$ cat src/rtl/shift_cmd_sequencer.sv
// shift_cmd_sequencer
//   Queues shift commands, issues them one at a time to an external
//   combinational shifter through registered op/operand outputs, and returns
//   each result downstream over a valid/ready handshake in command order.
//
// Ports:
//   clk, rst_n           clock (rising edge), asynchronous active-low reset
//   cmd_valid/cmd_ready  upstream command handshake
//   cmd_op, cmd_data     command op code and operand
//   sh_type, sh_num      registered op/operand driving the shifter
//   sh_out               shifter result (combinational from sh_type/sh_num)
//   rsp_valid/rsp_ready  downstream result handshake
//   rsp_data, rsp_op     result and the op that produced it
//   rsp_err              op code was unsupported (110/111); rsp_data is 0
//   level                command FIFO occupancy
module shift_cmd_sequencer #(
  parameter int DATA_W = 8,
  parameter int OP_W   = 3,
  parameter int DEPTH  = 4
) (
  input  logic                     clk,
  input  logic                     rst_n,
  input  logic                     cmd_valid,
  output logic                     cmd_ready,
  input  logic [OP_W-1:0]          cmd_op,
  input  logic [DATA_W-1:0]        cmd_data,
  output logic [OP_W-1:0]          sh_type,
  output logic [DATA_W-1:0]        sh_num,
  input  logic [DATA_W-1:0]        sh_out,
  output logic                     rsp_valid,
  input  logic                     rsp_ready,
  output logic [DATA_W-1:0]        rsp_data,
  output logic [OP_W-1:0]          rsp_op,
  output logic                     rsp_err,
  output logic [$clog2(DEPTH):0]   level
);

  localparam int AW = $clog2(DEPTH);
  localparam int LW = AW + 1;
  localparam int EW = OP_W + DATA_W;

  typedef enum logic [1:0] {
    IDLE,
    EXEC,
    RESP
  } state_t;

  state_t              state;
  logic [EW-1:0]       mem [DEPTH];
  logic [AW-1:0]       wr_ptr;
  logic [AW-1:0]       rd_ptr;
  logic                push;
  logic                pop;
  logic [OP_W-1:0]     head_op;
  logic [DATA_W-1:0]   head_data;
  logic [OP_W-1:0]     op_q;
  logic                op_unsup;

  // Full/not-full comes from the occupancy register only, so a pop in the
  // same cycle never opens a slot for a push.
  assign cmd_ready = (level != LW'(DEPTH));
  assign push      = cmd_valid && cmd_ready;

  assign head_op   = mem[rd_ptr][EW-1:DATA_W];
  assign head_data = mem[rd_ptr][DATA_W-1:0];

  assign op_unsup  = (op_q == OP_W'(6)) || (op_q == OP_W'(7));

  // The FSM is the only consumer: it pops from IDLE, or straight out of RESP
  // on the handshake so results can stream every second cycle.
  always_comb begin
    pop = 1'b0;
    case (state)
      IDLE:    pop = (level != '0);
      RESP:    pop = rsp_valid && rsp_ready && (level != '0);
      default: pop = 1'b0;
    endcase
  end

  always_ff @(posedge clk) begin
    if (push) begin
      mem[wr_ptr] <= {cmd_op, cmd_data};
    end
  end

  always_ff @(posedge clk or negedge rst_n) begin
    if (!rst_n) begin
      wr_ptr <= '0;
      rd_ptr <= '0;
      level  <= '0;
    end else begin
      if (push) begin
        wr_ptr <= wr_ptr + AW'(1);
      end
      if (pop) begin
        rd_ptr <= rd_ptr + AW'(1);
      end
      level <= level + LW'(push) - LW'(pop);
    end
  end

  always_ff @(posedge clk or negedge rst_n) begin
    if (!rst_n) begin
      state     <= IDLE;
      sh_type   <= '0;
      sh_num    <= '0;
      op_q      <= '0;
      rsp_valid <= 1'b0;
      rsp_data  <= '0;
      rsp_op    <= '0;
      rsp_err   <= 1'b0;
    end else begin
      case (state)
        IDLE: begin
          if (pop) begin
            sh_type <= head_op;
            sh_num  <= head_data;
            op_q    <= head_op;
            state   <= EXEC;
          end
        end
        EXEC: begin
          rsp_data  <= op_unsup ? '0 : sh_out;
          rsp_op    <= op_q;
          rsp_err   <= op_unsup;
          rsp_valid <= 1'b1;
          state     <= RESP;
        end
        RESP: begin
          if (rsp_ready) begin
            rsp_valid <= 1'b0;
            if (pop) begin
              sh_type <= head_op;
              sh_num  <= head_data;
              op_q    <= head_op;
              state   <= EXEC;
            end else begin
              state <= IDLE;
            end
          end
        end
        default: state <= IDLE;
      endcase
    end
  end

endmodule

$ cat config.mk
export PLATFORM = sky130hd
export DESIGN_NAME = shift_cmd_sequencer
export DESIGN_NICKNAME = d
export VERILOG_FILES = /design/src/rtl/shift_cmd_sequencer.sv
export SDC_FILE = /design/constraint.sdc
export NUM_CORES = 1
export LEC_CHECK = 0
export ABC_AREA = 0
export BUFFER_PORTS_ARGS = -buffer_cell sky130_fd_sc_hd__buf_4
export CAP_MARGIN = 10
export CORE_MARGIN = 8
export CORE_UTILIZATION = 50
export DETAILED_ROUTE_END_ITERATION = 10
export PLACE_DENSITY = 0.72
export SLEW_MARGIN = 5
export SYNTH_ARGS = -nofsm -noshare
export SYNTH_HDL_FRONTEND = slang
export SYNTH_SLANG_ARGS = --single-unit
$ cat constraint.sdc
create_clock -name clk -period 3.3 [get_ports clk]
set_clock_uncertainty 0.05 [all_clocks]
set_input_delay 0.825 -clock clk [delete_from_list [all_inputs] [get_ports clk]]
set_output_delay 0.825 -clock clk [all_outputs]
set_load 0.03 [all_outputs]
==> summary.txt, run 1 <==
outcome: completed
H-tree depth: 3
grt ovf: 0
hold_buf cts: 0
top post-synthesis cells by count: edfxtp_1, dfrtp_1, mux2_2
Max Clk Rate: 432 MHz
clock sinks: 77
fin util: 0.617
Synth area leaders: edfxtp_1, dfrtp_1, mux4_2
first-pass GRT wire length: 8890 um
drt total wl: 5550 um
Post-Synth Adder-Cell Area: 0.0278
CP max FO: 6
Pwr per Cell Area: 1050 mW/mm2
Max VDD drop: 0.482 mV
IO Count: 51
Mapped Avg Cell Area: 19.4 um2
met1 usage in global routing: 0.158
Slew Limit Fails: 0
IO buf count: 50
largest family of logic cells by synthesized area: multiplexers
post-synthesis compound-gate area fraction: 0.0353
per-cell routed wire length: 19.2 um
GR Layer Usage met2: 0.225
Power, Total: 3.80 mW
Post-Syn Area: 0.00298 mm2
DP Wirelength: 3880 um
Antenna Nets Post-Route: 0
CTS Root Cell: clkbuf_8
Tcrit/Tclk final: 0.701
most common cell in the netlist: edfxtp_1
Leakage: 1.46 nW
Vias/cell: 5.38
largest net degree at the start of global routing: 34
# Max-Cap Violations: 0
Slew @ Worst Pin: 0.780 ns
starting density of the core: 0.509
setup TNS: 0 ns
core area: 0.00585 mm2
Clk Latency, worst-skew pair: 0.34 ns
diode count: 0
unrepaired setup endpoints after global routing: no
relative slew slack: 0.480
DR pass1 iterations: 4
floorplan row count: 28
Post-Syn Instances: 153
r2r worst-path depth: 8
biggest area consumer among synthesized cells: edfxtp_1
layout cell share with drive strength beyond 1: 0.458
die area: 0.00868 mm2
startpoint types: primary input
total CTS buffers: 9
worst r2r src: level[1]
GRT Overall Usage: 0.135
Post-CTS Setup Repair Bufs: 0
crit path launch: rsp_ready
nets: 238
YS warnings: 0
Yosys reg bits: 77
busiest grt layer: met2
clk slew on worst S/H paths: 0.08 ns
CTS tree: built
post-synth net total: 182
Chip Height: 93.1 um
routability cong.: 0.735
fraction of registers with async set/reset: 0.429
vias in the first global route: 1716
final setup vio count: 0
initial drt markers: 66
number of enable flip-flop cells after synthesis: 44
Final min period: 2.31 ns
CTS resizes: 0
Crit path arrival time: 2.52 ns
post-synthesis mux area share: 0.144
Simple-Gate Fraction of Synth Area: 0.0311
layout overhead on the synthesized area: 21.3%
R2R setup slack: 1.04 ns
Clock Path Buffers: 2
Critical Path Sink Type: flip-flop
Crit path required time: 3.50 ns
vias: 1554
Worst Hold Class: in2async
worst r2r dst: level[2]
XOR/XNOR Fraction of Synth Area: 0.0177
Primary FF master, synth: edfxtp_1
initial antenna violation count: 0
sequential-to-total area share from yosys stat: 0.722
Die Width: 93.1 um
Synth top area share: 0.444
met3 usage: 0.0433
count of cell types in the netlist: 29
critical path type: in2reg
final hold violation count: 0
DRC viols: 0
## worst max path at each step
| stage | slack, ns | depth (start not counted) | endpoint |
|---|---|---|---|
| 3_3_place_gp | 0.73 | 9 | level[2] |
| 4_1_cts | 0.98 | 2 | cmd_ready |
| 6_report | 0.99 | 9 | level[2] |
| 2_1_floorplan | 0.68 | 9 | level[2] |
| 5_1_grt | 0.90 | 9 | level[2] |
| 3_5_place_dp | 0.63 | 9 | level[2] |
## placed cells by master (no fill, tap or decap), drive strengths merged, types with 2 or more instances in the layout
master / synthesis / final
clkinv: 0 / 3
and3: 4 / 4
xnor2: 3 / 3
mux2: 15 / 15
mux4: 11 / 11
nor3: 2 / 2
ha: 5 / 5
dfrtp: 33 / 33
clkinvlp: 0 / 2
inv: 7 / 8
buf: 4 / 51
clkbuf: 2 / 9
a21oi: 2 / 2
edfxtp: 44 / 44
a22o: 8 / 8
xor2: 3 / 3
nand2b: 2 / 2
## logic make-up after synthesis
kind of cell,after synthesis
buffers and inverters,13
XOR/XNOR,6
adder cells (fa/ha/maj),6
multiplexers,26
AND/OR/NAND/NOR,12
flip-flops,77
AO/OA/AOI/OAI,13
## state kept, by name (all words and copies together), names as in the netlist
name,flops
level,3
mem,44
rd_ptr,2
rsp_data,8
rsp_err,1
rsp_op,3
rsp_valid,1
sh_num,8
sh_type,3
state,2
wr_ptr,2
## power breakdown
group	internal [mW]	total (mW)	switching, mW
clock network	0.352	0.697	0.345
registers	1.35	1.60	0.242
logic	0.714	1.50	0.788
total	2.42	3.80	1.37
## through the flow
step	setup slack, ns	hold slack, ns	instances	cell area (um2)
final	0.985	0.362	289	3610
after global routing	0.898	0.388	289	3610
after CTS	0.982	0.371	289	3610
after detailed placement	0.632	0.445	273	3410
after global placement	0.732	0.441	273	3410
after floorplan	0.683	0.479	153	2980
## routing by layer
metal,part of all wire,vias up
li1,-,701
met1,0.42,801
met3,0.063,8
met4,0.015,0
met2,0.50,44
met5,0,-
## area by class of cell
cell class	count	area, um2
clock buffer	9	124
clock inverter	7	75.1
sequential	77	2150
inverter	7	26.3
fill	430	2240
multi-input combinational	63	761
timing repair buffer	51	383
tap	75	93.8
## worst max-delay path: stages
cell	delay, ns
buf_4	0.09
a21boi_0	0.13
nor3_2	0.38
xor2_1	0.20
ha_1	0.16
inv_1	0.05
fa_1	0.37
xnor2_1	0.18
xnor2_1	0.14
Note: power is estimated with default switching activity, not from simulation.
==> run 2: changes to the inputs <==
==> constraint.sdc (replaced) <==
create_clock -name clk -period 2.4 [get_ports clk]
set_clock_uncertainty 0.05 [all_clocks]
set_input_delay 0.6 -clock clk [delete_from_list [all_inputs] [get_ports clk]]
set_output_delay 0.6 -clock clk [all_outputs]
set_load 0.03 [all_outputs]
==> run 2 against run 1 <==
Effect of this change: register-to-register slack got worse by 0.92 ns; sequential power increased by 34%; setup slack got worse by 0.87 ns; combinational power increased by 45%; cell count increased by 1.0%; highest routed layer unchanged.
==> summary.txt, run 2 (same netlist as run 1, synthesis figures left out) <==
Final Cell Area: 0.00364 mm2
Slew @ Worst Pin: 0.577 ns
final setup vio count: 0
first-pass GRT wire length: 8710 um
Vias/cell: 5.36
drt total wl: 5300 um
Pwr per Cell Area: 1440 mW/mm2
dpl cell area: 0.00343 mm2
Clock Path Buffers: 2
Leakage: 1.48 nW
Max Clk Rate: 439 MHz
CTS tree: built
DR pass1 iterations: 4
DP Wirelength: 3610 um
# Max-Cap Violations: 0
relative slew slack: 0.615
clk slew on worst S/H paths: 0.07 ns
Reg with most FFs: mem
critical path type: reg2reg
diode count: 0
final hold violation count: 0
Max VDD drop: 0.741 mV
layout cell share with drive strength beyond 1: 0.470
clock sinks: 77
worst r2r src: level[1]
grt ovf: 0
total CTS buffers: 9
Worst Hold Class: in2async
Power, Total: 5.25 mW
Finished Layout Cells: 292
Chip Height: 93.1 um
worst r2r dst: level[2]
die area: 0.00868 mm2
R2R setup slack: 0.12 ns
IO Count: 51
setup TNS: 0 ns
leading cell type in the layout, fill and taps excluded: buf_4
outcome: completed
nets: 241
Crit path arrival time: 2.44 ns
vias in the first global route: 1695
most frequent cells in the layout: buf_4, edfxtp_1, dfrtp_1
Antenna Nets Post-Route: 0
Die Width: 93.1 um
Cell Count Post-Placement: 275
r2r worst-path depth: 8
CTS Root Cell: clkbuf_8
startpoint types: flip-flop
largest net degree at the start of global routing: 34
layout overhead on the synthesized area: 22.2%
H-tree depth: 3
floorplan row count: 28
hold_buf cts: 0
Clk Latency, worst-skew pair: 0.33 ns
initial drt markers: 77
IO buf count: 50
initial antenna violation count: 0
routability cong.: 0.765
DRC viols: 0
CP max FO: 6
core area: 0.00585 mm2
Crit path required time: 2.56 ns
Tcrit/Tclk final: 0.950
final worst slack: 0.120 ns
Largest register FFs: 44
Final min period: 2.28 ns
Critical Path Sink Type: flip-flop
Setup WS pre-CTS: 0.0746 ns
per-cell routed wire length: 18.1 um
Largest regs: mem: 44 flops, rsp_data: 8 flops, sh_num: 8 flops
starting density of the core: 0.509
GRT Overall Usage: 0.132
Slew Limit Fails: 0
vias: 1566
unrepaired setup endpoints after global routing: no
==> run 2: cell count changes in the layout (fill, tap and decap cells not counted), sizes merged <==
cell	change
inv	-1
clkinvlp	-2
clkbuf	+3
buf	+3
==> run 2: layer usage <==
| layer | GRT usage | vias to the layer above | part of all wire |
|---|---|---|---|
| met5 | 0 | - | 0 |
| met4 | 0.0443 | 0 | 0.0091 |
| met3 | 0.0537 | 5 | 0.075 |
| met2 | 0.214 | 52 | 0.49 |
| met1 | 0.157 | 804 | 0.42 |
| li1 | - | 705 | - |
==> run 2: how the worst max path moves through the flow <==
stage | startpoint | end | cells past startpoint
6_report | level[1] | level[2] | 8
4_1_cts | level[1] | level[2] | 8
2_1_floorplan | level[0] | level[2] | 9
3_3_place_gp | rsp_ready | level[2] | 9
5_1_grt | level[1] | level[2] | 8
3_5_place_dp | rsp_ready | level[2] | 9
==> run 2: layout make-up <==
type	count	area (um2)
clock inverter	4	47.5
sequential	77	2150
inverter	7	26.3
fill	409	2210
tap	75	93.8
clock buffer	12	145
timing repair buffer	54	405
multi-input combinational	63	768
==> run 2: timing repair <==
action                     in CTS  in global routing
setup endpoints to repair       0                  1
hold endpoints to repair        0                  0
resized for setup               0                  1
buffers inserted                0                  1
==> run 2: worst max-delay path, cell delays in order, from the launching register on <==
cell and delay, ns:
dfrtp_2 0.44, or3b_4 0.43, and2_4 0.20, xor2_1 0.14
ha_1 0.17, inv_1 0.05, fa_1 0.40, xnor2_2 0.15
xnor2_1 0.13
==> run 2: report_power, final <==
part	total (mW)	internal, mW	leakage, nW	switching, mW
clock network	0.933	0.506	0.0980	0.427
registers	2.14	1.87	0.794	0.269
logic	2.18	1.03	0.592	1.15
total	5.25	3.41	1.48	1.84
==> run 2: per-stage QoR <==
| step | util | hold slack, ns |
|---|---|---|
| global route | 0.621 | 0.175 |
| CTS | 0.619 | 0.156 |
| floorplan | - | 0.254 |
| detailed placement | 0.586 | 0.447 |
| global placement | 0.586 | 0.442 |
| finish | 0.621 | 0.152 |
==> run 3: changes to the inputs <==
--- a/config.mk
+++ b/config.mk
@@ -11,6 +11,7 @@
 export CORE_MARGIN = 8
 export CORE_UTILIZATION = 50
 export DETAILED_ROUTE_END_ITERATION = 10
+export GPL_TIMING_DRIVEN = 0
 export PLACE_DENSITY = 0.72
 export SLEW_MARGIN = 5
 export SYNTH_ARGS = -nofsm -noshare
==> run 3 against run 2 <==
Effect of this change: core utilization grew 0.28 points; global-route usage grew 0.34 points; routed wire length grew 4.0%; critical endpoint unchanged; largest cell class unchanged.
==> summary.txt, run 3 (same netlist as run 1, synthesis figures left out) <==
diode count: 0
starting density of the core: 0.509
area occupied by multi-input gates: 782 um2
core area: 0.00585 mm2
largest net degree at the start of global routing: 34
Finished Layout Cells: 297
Die Width: 93.1 um
die area: 0.00868 mm2
Worst Hold Class: in2async
Hold Slack: 0.139 ns
layout overhead on the synthesized area: 22.8%
DP Wirelength: 3720 um
Chip Height: 93.1 um
worst-path cell chain: or3b_4 > and2_4 > buf_6 > xor2_1 > ha_1 > inv_1 > fa_2 > xnor2_2 > xnor2_1
CTS Root Cell: clkbuf_8
final hold violation count: 0
Max VDD drop: 0.888 mV
DR pass1 iterations: 4
critical path type: reg2reg
IO buf count: 50
Reg with most FFs: mem
dpl cell area: 0.00345 mm2
Slew Limit Fails: 0
CTS tree: built
crit path launch: level[1]
first-pass GRT wire length: 8870 um
worst stage delay on the critical path: 0.44 ns
per-cell routed wire length: 18.6 um
initial drt markers: 118
worst r2r dst: level[2]
Crit path arrival time: 2.45 ns
startpoint types: flip-flop
Largest regs: mem: 44 flops, rsp_data: 8 flops, sh_num: 8 flops
r2r worst-path depth: 9
vias: 1579
Critical Path Sink: level[2]
grt ovf: 0
nets: 246
unrepaired setup endpoints after global routing: no
R2R setup slack: 0.12 ns
CP Depth: 9
CP Buf/Inv Count: 2
initial antenna violation count: 0
leading cell type in the layout, fill and taps excluded: buf_4
total CTS buffers: 9
routability cong.: 0.825
Final Cell Area: 0.00365 mm2
clk slew on worst S/H paths: 0.07 ns
clock sinks: 77
Critical Path Sink Type: flip-flop
Register Area: 0.00215 mm2
Crit path max-delay family: simple AND/OR/NAND/NOR gates
drt total wl: 5510 um
DRC viols: 0
final setup vio count: 0
Filler cells: 411
relative slew slack: 0.566
Tcrit/Tclk final: 0.949
Final min period: 2.28 ns
Setup WS pre-CTS: -0.372 ns
Clk Latency, worst-skew pair: 0.34 ns
Crit path required time: 2.58 ns
fin util: 0.624
Largest register FFs: 44
IO Count: 51
worst r2r src: level[1]
floorplan row count: 28
# Max-Cap Violations: 0
Cell Count Post-Placement: 278
slowest stage cell, crit path: dfrtp_2
Clock Path Buffers: 2
Leakage: 1.49 nW
H-tree depth: 3
CP max FO: 6
hold_buf cts: 0
Vias/cell: 5.32
most frequent cells in the layout: buf_4, edfxtp_1, dfrtp_1
vias in the first global route: 1713
Max Clk Rate: 439 MHz
GRT Overall Usage: 0.136
outcome: completed
Pwr per Cell Area: 1430 mW/mm2
layout cell share with drive strength beyond 1: 0.468
Slew @ Worst Pin: 0.651 ns
final worst slack: 0.121 ns
Antenna Nets Post-Route: 0
## run 3: cell types whose count changed in the layout (fill, tap and decap cells not counted), sizes merged
cell / delta
buf: +3
bufinv: -1
clkbuf: +4
clkinv: -1
## run 3: timing repair
action	CTS	global route
resized for setup	2	2
buffers inserted	1	2
pin swaps	1	0
setup endpoints to repair	1	1
hold endpoints to repair	0	0
## run 3: worst reg2reg max path, cell delays in order (launching register included)
cell	delay [ns]
dfrtp_2	0.44
or3b_4	0.44
and2_4	0.18
buf_6	0.12
xor2_1	0.12
ha_1	0.15
inv_1	0.05
fa_2	0.34
xnor2_2	0.15
xnor2_1	0.13
## run 3: worst min path at each step
stage,from,slack [ns],endpoint
2_1_floorplan,rst_n,0.25,level[0]
3_3_place_gp,rsp_data[6],0.44,rsp_data[6]
3_5_place_dp,rsp_data[6],0.44,rsp_data[6]
4_1_cts,rst_n,0.15,sh_type[1]
5_1_grt,rst_n,0.16,sh_type[1]
6_report,rst_n,0.14,sh_type[1]
## run 3: final cells by class
type / count / share of cell area
multi-input combinational: 63 / 0.214
timing repair buffer: 53 / 0.109
inverter: 7 / 0.00719
sequential: 77 / 0.589
clock inverter: 2 / 0.00240
clock buffer: 14 / 0.0418
buffer: 6 / 0.0113
tap: 75 / 0.0257
## run 3: per-layer routing
metal | global-route usage | vias up | share of wire
met5 | 0 | - | 0
met4 | 0.0631 | 0 | 0.019
met3 | 0.0489 | 10 | 0.065
met2 | 0.222 | 51 | 0.49
met1 | 0.156 | 811 | 0.42
li1 | - | 707 | -
## run 3: power by group
part           internal [mW]  switching (mW)  total (mW)
sequential              1.87           0.261        2.13
combinational           1.08            1.20        2.28
clock                  0.401           0.422       0.822
total                   3.35            1.89        5.23
## run 3: stage by stage
step                total power [mW]  TNS (ns)
finish                          5.23         0
global route                    5.54         0
CTS                             5.23         0
detailed placement              4.38    -0.590
global placement                4.28    -0.536
floorplan                       3.63         0
